===== src/rtl/bnn_pkg.sv =====
// Shared constants and state encoding for the binarized layer tail.
// Sizes match the next layer's xnor_popcount data path.
package bnn_pkg;

    // Packed activation word width
    localparam int WL   = 112;

    // Popcount / threshold width
    localparam int CW   = 7;

    // Bit counter width, wide enough to hold 0..WL
    localparam int CNTW = $clog2(WL + 1);

    // Packer states: accumulating bits, or holding a finished word
    typedef enum logic {
        ACC  = 1'b0,
        HOLD = 1'b1
    } state_e;

endpackage


===== src/rtl/binarize_cmp.sv =====
// Folded batch-norm comparator: popcount against threshold, with
// optional inversion for negative-gamma neurons. Purely combinational.
module binarize_cmp #(
    parameter int CW = 7
) (
    input  logic [CW-1:0] pop_i,
    input  logic [CW-1:0] thresh_i,
    input  logic          flip_i,
    output logic          bit_o
);

    logic ge;

    // Unsigned compare, then optional invert
    always_comb begin
        ge    = (pop_i >= thresh_i);
        bit_o = ge ^ flip_i;
    end

endmodule


===== src/rtl/binarize_pack.sv =====
// Binarize popcounts and pack the resulting bits LSB-first into
// WL-bit words for the next layer, with one word of skid in acc.
module binarize_pack
    import bnn_pkg::*;
(
    input  logic            iCLK,
    input  logic            iRST,
    input  logic            iVALID,
    output logic            oREADY,
    input  logic [CW-1:0]   idata,
    input  logic [CW-1:0]   ithresh,
    input  logic            iFLIP,
    input  logic            iLAST,
    output logic            oVALID,
    input  logic            iREADY,
    output logic [WL-1:0]   odata,
    output logic [CNTW-1:0] oCOUNT,
    output logic            oLAST
);

    localparam logic [CNTW-1:0] CNT_LASTBIT = CNTW'(WL - 1);
    localparam logic [CNTW-1:0] CNT_FULL    = CNTW'(WL);
    localparam logic [CNTW-1:0] CNT_ONE     = CNTW'(1);

    state_e          state_q;
    logic [WL-1:0]   acc_q;
    logic [CNTW-1:0] cnt_q;
    logic [CNTW-1:0] hcnt_q;
    logic            hlast_q;
    logic            valid_q;
    logic [WL-1:0]   data_q;
    logic [CNTW-1:0] count_q;
    logic            last_q;

    logic            act_bit;
    logic            accept;
    logic            close;
    logic            out_free;
    logic [WL-1:0]   bit_mask;
    logic [WL-1:0]   word_d;
    logic [CNTW-1:0] cnt_inc;

    binarize_cmp #(
        .CW(CW)
    ) u_cmp (
        .pop_i   (idata),
        .thresh_i(ithresh),
        .flip_i  (iFLIP),
        .bit_o   (act_bit)
    );

    assign oREADY = (state_q == ACC);
    assign oVALID = valid_q;
    assign odata  = data_q;
    assign oCOUNT = count_q;
    assign oLAST  = last_q;

    // Handshake qualifiers and the word including the incoming bit
    always_comb begin
        accept   = iVALID && oREADY;
        close    = accept && ((cnt_q == CNT_LASTBIT) || iLAST);
        out_free = !valid_q || iREADY;
        cnt_inc  = cnt_q + CNT_ONE;
        bit_mask = {{(WL-1){1'b0}}, act_bit} << cnt_q;
        word_d   = acc_q | bit_mask;
    end

    // Packer FSM with registered output word
    always_ff @(posedge iCLK) begin
        if (iRST) begin
            state_q <= ACC;
            acc_q   <= '0;
            cnt_q   <= '0;
            hcnt_q  <= '0;
            hlast_q <= 1'b0;
            valid_q <= 1'b0;
            data_q  <= '0;
            count_q <= '0;
            last_q  <= 1'b0;
        end else begin
            if (valid_q && iREADY) begin
                valid_q <= 1'b0;
            end
            unique case (state_q)
                ACC: begin
                    if (accept) begin
                        if (close && out_free) begin
                            data_q  <= word_d;
                            count_q <= cnt_inc;
                            last_q  <= iLAST;
                            valid_q <= 1'b1;
                            acc_q   <= '0;
                            cnt_q   <= '0;
                        end else if (close) begin
                            acc_q   <= word_d;
                            cnt_q   <= CNT_FULL;
                            hcnt_q  <= cnt_inc;
                            hlast_q <= iLAST;
                            state_q <= HOLD;
                        end else begin
                            acc_q   <= word_d;
                            cnt_q   <= cnt_inc;
                        end
                    end
                end
                HOLD: begin
                    if (out_free) begin
                        data_q  <= acc_q;
                        count_q <= hcnt_q;
                        last_q  <= hlast_q;
                        valid_q <= 1'b1;
                        acc_q   <= '0;
                        cnt_q   <= '0;
                        hlast_q <= 1'b0;
                        state_q <= ACC;
                    end
                end
                default: state_q <= ACC;
            endcase
        end
    end

endmodule


===== config.mk =====
export PLATFORM = sky130hd
export DESIGN_NAME = binarize_pack
export DESIGN_NICKNAME = d
export VERILOG_FILES = /design/src/rtl/bnn_pkg.sv /design/src/rtl/binarize_cmp.sv /design/src/rtl/binarize_pack.sv
export SDC_FILE = /design/constraint.sdc
export NUM_CORES = 1
export LEC_CHECK = 0
export BUFFER_PORTS_ARGS = -buffer_cell sky130_fd_sc_hd__buf_2
export CAP_MARGIN = 5
export CORE_UTILIZATION = 61
export DETAILED_ROUTE_END_ITERATION = 16
export HOLD_SLACK_MARGIN = 0.1
export PLACE_DENSITY_LB_ADDON = 0.1
export REMOVE_ABC_BUFFERS = 1
export SKIP_LAST_GASP = 1
export SYNTH_ARGS = -nofsm -noshare
export SYNTH_HDL_FRONTEND = slang
export SYNTH_HIERARCHICAL = 1
export SYNTH_SLANG_ARGS = --single-unit

===== constraint.sdc =====
create_clock -name iCLK -period 3.5 [get_ports iCLK]
set_input_delay 0.525 -clock iCLK [delete_from_list [all_inputs] [get_ports iCLK]]
set_output_delay 0.525 -clock iCLK [all_outputs]
set_load 0.03 [all_outputs]

## Yosys cells after proc, flatten, opt, wreduce, memory -nomap -nowiden

Index checks and enable logic that the tools add are counted.

- Word-level logic and storage cells: 69
- Flip-flop bits (word level): 249

- Reduce and logical (&&, ||, !) cells: 11
- Shifts and indexed selects: 1
- Add/sub/neg operators: 1
- Bitwise operators: 4
- Muxes and demuxes: 36
- Order comparisons: 1
- Eq/ne operators: 6

Operators by type and width:

| operator | number |
|---|---|
| 112-bit 2-to-1 mux | 6 |
| 112-bit case mux with 2 select lines | 2 |
| 112-bit OR | 1 |
| 1-bit by 7-bit << shifter with 112-bit output | 1 |
| 7-bit 2-to-1 mux | 7 |
| 7-bit case mux with 2 select lines | 2 |
| 1-bit 2-to-1 mux | 15 |
| 2-bit by 1-bit inequality test with 1-bit output (second input constant) | 4 |
| 1-bit case mux with 2 select lines | 4 |
| 4-bit AND reduction | 2 |
| 7-bit by 1-bit adder with 7-bit output (second input constant) | 1 |
| 7-bit equality test (second input constant) | 1 |
| 7-bit greater-or-equal comparator | 1 |
| 1-bit logical AND | 4 |
| 3-bit AND reduction | 1 |
| 1-bit logical OR | 2 |
| 2-bit inequality test (second input constant) | 1 |
| 1-bit NOT | 2 |
| 2-bit AND reduction | 1 |
| 1-bit zero test | 1 |
| 1-bit XOR | 1 |

## Longest topological paths before layout

- Depth in word-level cells: 7
- Depth in mapped cells: 11
- Depth with buffers taken out: 10

## By module

The synthesis kept the hierarchy.

By module, submodules not included:

| module | times used | area each (µm²) | sequential area each (µm²) | cells each |
|---|---|---|---|---|
| binarize_pack | 1 | 9313.9 | 4984.8 | 964 |
| binarize_cmp | 1 | 181.4 | 0.0 | 26 |

## Least setup slack after synthesis

Ideal clock, no wire load.

- Path type: in2reg
- From: input ithresh[4]
- To: register data_q[82] (netlist: odata[82])
- Setup time: 68 ps
- Required time: 3432 ps
- Arrival time: 2392 ps
- Slack: 1040 ps
- Stages: 11
- Cell sequence: inv_1 ha_1 a21oi_2 o21ai_1 a21oi_2 xnor2_1 or3b_1 nor2_1 buf_2 a21oi_1 o2bb2ai_2

- Cells in the longest elaborated chain, start to end: 7

Ends and longest elaborated chain:

| what | RTL line | text |
|---|---|---|
| start: declaration | binarize_pack.sv:11 | `input logic [CW-1:0] ithresh,` |
| 7-bit greater-or-equal comparator | binarize_cmp.sv:16 | `ge = (pop_i >= thresh_i);` |
| 1-bit XOR | binarize_cmp.sv:17 | `bit_o = ge ^ flip_i;` |
| named net act_bit | binarize_pack.sv:35 | `logic act_bit;` |
| 1-bit by 7-bit << shifter with 112-bit output | binarize_pack.sv:64 | `bit_mask = {{(WL-1){1'b0}}, act_bit} << cnt_q;` |
| 112-bit OR | binarize_pack.sv:65 | `word_d = acc_q \| bit_mask;` |
| 112-bit 2-to-1 mux | binarize_pack.sv:87 | `if (close && out_free) begin` |
| 112-bit 2-to-1 mux | binarize_pack.sv:86 | `if (accept) begin` |
| 112-bit case mux with 2 select lines | binarize_pack.sv:84 | `unique case (state_q)` |
| end signal: assignment | binarize_pack.sv:88 | `data_q <= word_d;` |
| end signal: assignment | binarize_pack.sv:108 | `data_q <= acc_q;` |
| end: declaration | binarize_pack.sv:31 | `logic [WL-1:0] data_q;` |

The timed path passes the listed nets, and every way through them passes these cells. The select of a mux whose other input is x is not followed.
A chain may end at the register's enable or synchronous reset.

## Worst setup path in the final report

- From: register cnt_q[1]
- To: register data_q[22] (netlist: odata[22])

- Cells in the longest elaborated chain, start to end: 6
- Elaborated cells on any way between the ends: 11
- Those cells by class: eq/ne (2); shift (1); mux (3); bitwise (1); reduce/logical (4)

Ends and longest elaborated chain:

| what | RTL line | text |
|---|---|---|
| start: declaration | binarize_pack.sv:27 | `logic [CNTW-1:0] cnt_q;` |
| start signal: assignment | binarize_pack.sv:102 | `cnt_q <= cnt_inc;` |
| 7-bit equality test | binarize_pack.sv:61 | `close = accept && ((cnt_q == CNT_LASTBIT) \|\| iLAST);` |
| 1-bit logical OR | binarize_pack.sv:61 |  |
| 1-bit logical AND | binarize_pack.sv:61 |  |
| 1-bit logical AND | binarize_pack.sv:87 |  |
| 2-bit by 1-bit inequality test with 1-bit output (no source line) | - |  |
| 3-bit AND reduction (no source line) | - |  |

Parallel ways exist; a longest one is shown, timed or not. The select of a mux whose other input is x is not followed.

==> impl_metrics.env <==
export IMPL_floorplan_die_area_sq_mm=0.01607
export IMPL_dr_pass1_iters=5
export IMPL_cp_slowest_cell="or3_4"
export IMPL_wire_per_inst_microns=18.32
export IMPL_rr_startpoint="cnt_q[1]"
export IMPL_core_rowCount=45
export IMPL_cts_setup_buffers=0
export IMPL_final_cell_area_sq_mm=0.01115
export IMPL_hold_path_class="input port to flip-flop"
export IMPL_p_leak_nw=4.308
export IMPL_cts_root_buf="clkbuf_16"
export IMPL_clk_path_buf_depth=3
export IMPL_hp_start="iLAST"
export IMPL_drive_gt1_frac=0.2498
export IMPL_antenna_left=0
export IMPL_setup_worst_path_end_class="flip-flop"
export IMPL_cts_hold_buf=0
export IMPL_reg2reg_to="odata[22]"
export IMPL_core_sq_mm=0.01520
export IMPL_port_buffers=141
export IMPL_area_growth_pct=17.47
export IMPL_cts_resized=0
export IMPL_ir_drop_mv=0.3788
export IMPL_netlist_area_sq_mm=0.009495
export IMPL_rsz0062_at_grt="no"
export IMPL_ys_ff_latch=249
export IMPL_cts_sinks=249
export IMPL_dpl_cell_area_sq_mm=0.01043
export IMPL_htreeDepth=1
export IMPL_cp_required_ps=3940
export IMPL_hpwl_microns=14790
export IMPL_vias=7960
export IMPL_reg2reg_slack_ps=830
export IMPL_yosys_warnings=6
export IMPL_setup_viol=0
export IMPL_drtIter0Drc=689
export IMPL_synth_cells=990
export IMPL_place_ws_ps=720.4
export IMPL_async_flop_share=0
export IMPL_track_usage=0.2966
export IMPL_min_path_cells=3
export IMPL_seqCellArea_sq_mm=0.004985
export IMPL_cp_top_family="simple AND/OR/NAND/NOR gates"
export IMPL_min_period_ps=2669
export IMPL_slew_viol_final=0
export IMPL_max_slew_margin=0.3514
export IMPL_ys_types=58
export IMPL_layout_common_cells="dfxtp_1 (249), a21oi_1 (248), buf_2 (141)"
export IMPL_io_pins=142
export IMPL_reg2reg_depth=6
export IMPL_gp_routability_congestion=0.8869
export IMPL_synth_ff_type="dfxtp_1"
export IMPL_avgSynthCellArea_sq_um=9.591
export IMPL_routed_wl_microns=24120
export IMPL_overflow=0
export IMPL_maxCapViolCount=0
export IMPL_clkTransAtPathRegs_ps=60
export IMPL_yosysSeqAreaShare=0.5250
export IMPL_first_global_vias=7407
export IMPL_remaining_drc_errors=0
export IMPL_hold_slack_ps=359.0
export IMPL_clock_skew_ps=5.297
export IMPL_grt_pass1_wl_microns=37960
export IMPL_fin_nets=1144
export IMPL_critPathLaunchType="flip-flop"
export IMPL_insertion_delay_ps=510
export IMPL_path_max_fanout=49
export IMPL_viasPerCell=6.044
export IMPL_final_common_cell="dfxtp_1"
export IMPL_antenna_found_initial=0
export IMPL_arrival_ps=3110
export IMPL_tritoncts="done"
export IMPL_diodes=0
export IMPL_cts_made_buffers=24
export IMPL_critical_path_max_stage_delay_ps=630
export IMPL_worstMarginPinSlew_ps=965.7
export IMPL_cp_cell_sequence="ha_1 -> and4b_4 -> a31oi_4 -> or3_4 -> buf_4 -> o2bb2ai_1"
export IMPL_path_class="flip-flop to flip-flop"
export IMPL_power_density_mw_per_mm2=507.7
export IMPL_die_w_microns=126.8
export IMPL_finalHoldViolCount=0
export IMPL_fill_cells=1157
export IMPL_synth_edf_count=0
export IMPL_setup_slack_ps=830.7
export IMPL_die_h_microns=126.8
export IMPL_min_period_over_period=0.7627
export IMPL_outcome="finished, final reports clean"
export IMPL_max_clock_freq_ghz=0.3746
export IMPL_grt_max_degree=96
export IMPL_hold_end="hlast_q"
export IMPL_start_util=0.6246
export IMPL_path_buf_inv=1
export IMPL_multi_input_area_sq_mm=0.004085
-- per-layer routing --
metal / GRT usage / wire (microns) / part of all wire / vias to the layer above
li1: - / - / - / 3799
met1: 0.4040 / 10750 / 0.45 / 3783
met2: 0.4751 / 10890 / 0.45 / 311
met3: 0.04007 / 1647 / 0.068 / 67
met4: 0.1275 / 840 / 0.035 / 0
met5: 0 / 0 / 0 / -
-- synth_stat cells, types with 4 or more instances --
cell | n | area [sq um]
a211oi_1 | 11 | 82.58
a21oi_1 | 248 | 1241
a22oi_1 | 10 | 75.07
a31oi_1 | 5 | 31.28
buf_2 | 37 | 185.2
buf_6 | 4 | 45.04
clkbuf_1 | 41 | 153.9
dfxtp_1 | 249 | 4985
ha_1 | 8 | 100.1
inv_1 | 10 | 37.54
mux2i_1 | 5 | 50.05
nand2_1 | 13 | 48.80
nand2b_1 | 20 | 125.1
nand3_1 | 6 | 30.03
nand3b_1 | 4 | 30.03
nor2_1 | 139 | 521.8
nor2b_1 | 4 | 25.02
nor3_1 | 18 | 90.09
nor4_2 | 4 | 50.05
o21ai_0 | 6 | 30.03
o2bb2ai_1 | 55 | 481.7
o2bb2ai_2 | 40 | 600.6
-- where the power goes --
group          leakage [nW]  switching, W  total, W  internal (W)
sequential             2.01     0.0000166   0.00288       0.00286
combinational          1.95      0.000264  0.000365      0.000102
clock                 0.350       0.00104   0.00242       0.00138
-- per-stage QoR --
stage | total power [W] | TNS (ps) | util | cells
after floorplan | 0.003153 | -69060 | - | 903
after global placement | 0.003296 | 0 | 0.6862 | 1278
after detailed placement | 0.003299 | 0 | 0.6862 | 1278
after CTS | 0.005676 | 0 | 0.7337 | 1317
after global routing | 0.005818 | 0 | 0.7337 | 1317
final | 0.005663 | 0 | 0.7337 | 1317
-- worst max path at each step --
| stage | from | end | slack, ps | depth (start not counted) |
|---|---|---|---|---|
| 2_1_floorplan | iREADY | oLAST | -710 | 3 |
| 5_1_grt | cnt_q[1] | odata[19] | 700 | 6 |
| 4_1_cts | cnt_q[1] | odata[22] | 840 | 6 |
| 6_report | cnt_q[1] | odata[22] | 830 | 6 |
| 3_3_place_gp | ithresh[2] | odata[3] | 760 | 12 |
| 3_5_place_dp | idata[2] | odata[0] | 720 | 11 |
-- state kept, by name, summed over array words and instances, names as in the netlist --
signal	flops
hcnt_q	7
hlast_q	1
oLAST	1
odata	112
oVALID	1
cnt_q	7
oCOUNT	7
acc_q	112
state_q	1
-- kinds of logic (layout without fill, tap and decap cells) --
kind of cell / after synthesis / count (layout) / share of synthesized area
AO/OA/AOI/OAI: 400 / 400 / 0.2915
flip-flops: 249 / 249 / 0.5250
adder cells (fa/ha/maj): 8 / 8 / 0.01054
buffers and inverters: 97 / 236 / 0.04796
XOR/XNOR: 4 / 4 / 0.003690
multiplexers: 5 / 5 / 0.005271
AND/OR/NAND/NOR: 227 / 227 / 0.1161
-- final cells by class --
cell class / instances / area share
repair buffers: 187 / 0.09759
clock buffers: 37 / 0.06371
clock inverters: 2 / 0.001122
flip-flops and latches: 249 / 0.4469
inverters: 10 / 0.003365
well taps: 188 / 0.02109
multi-input cells: 644 / 0.3662
-- tightest hold or removal path, stage by stage --
cell     delay [ps]
buf_2           140
nand4_1          90
a21oi_1          60
Note: power is estimated with default switching activity, not from simulation.
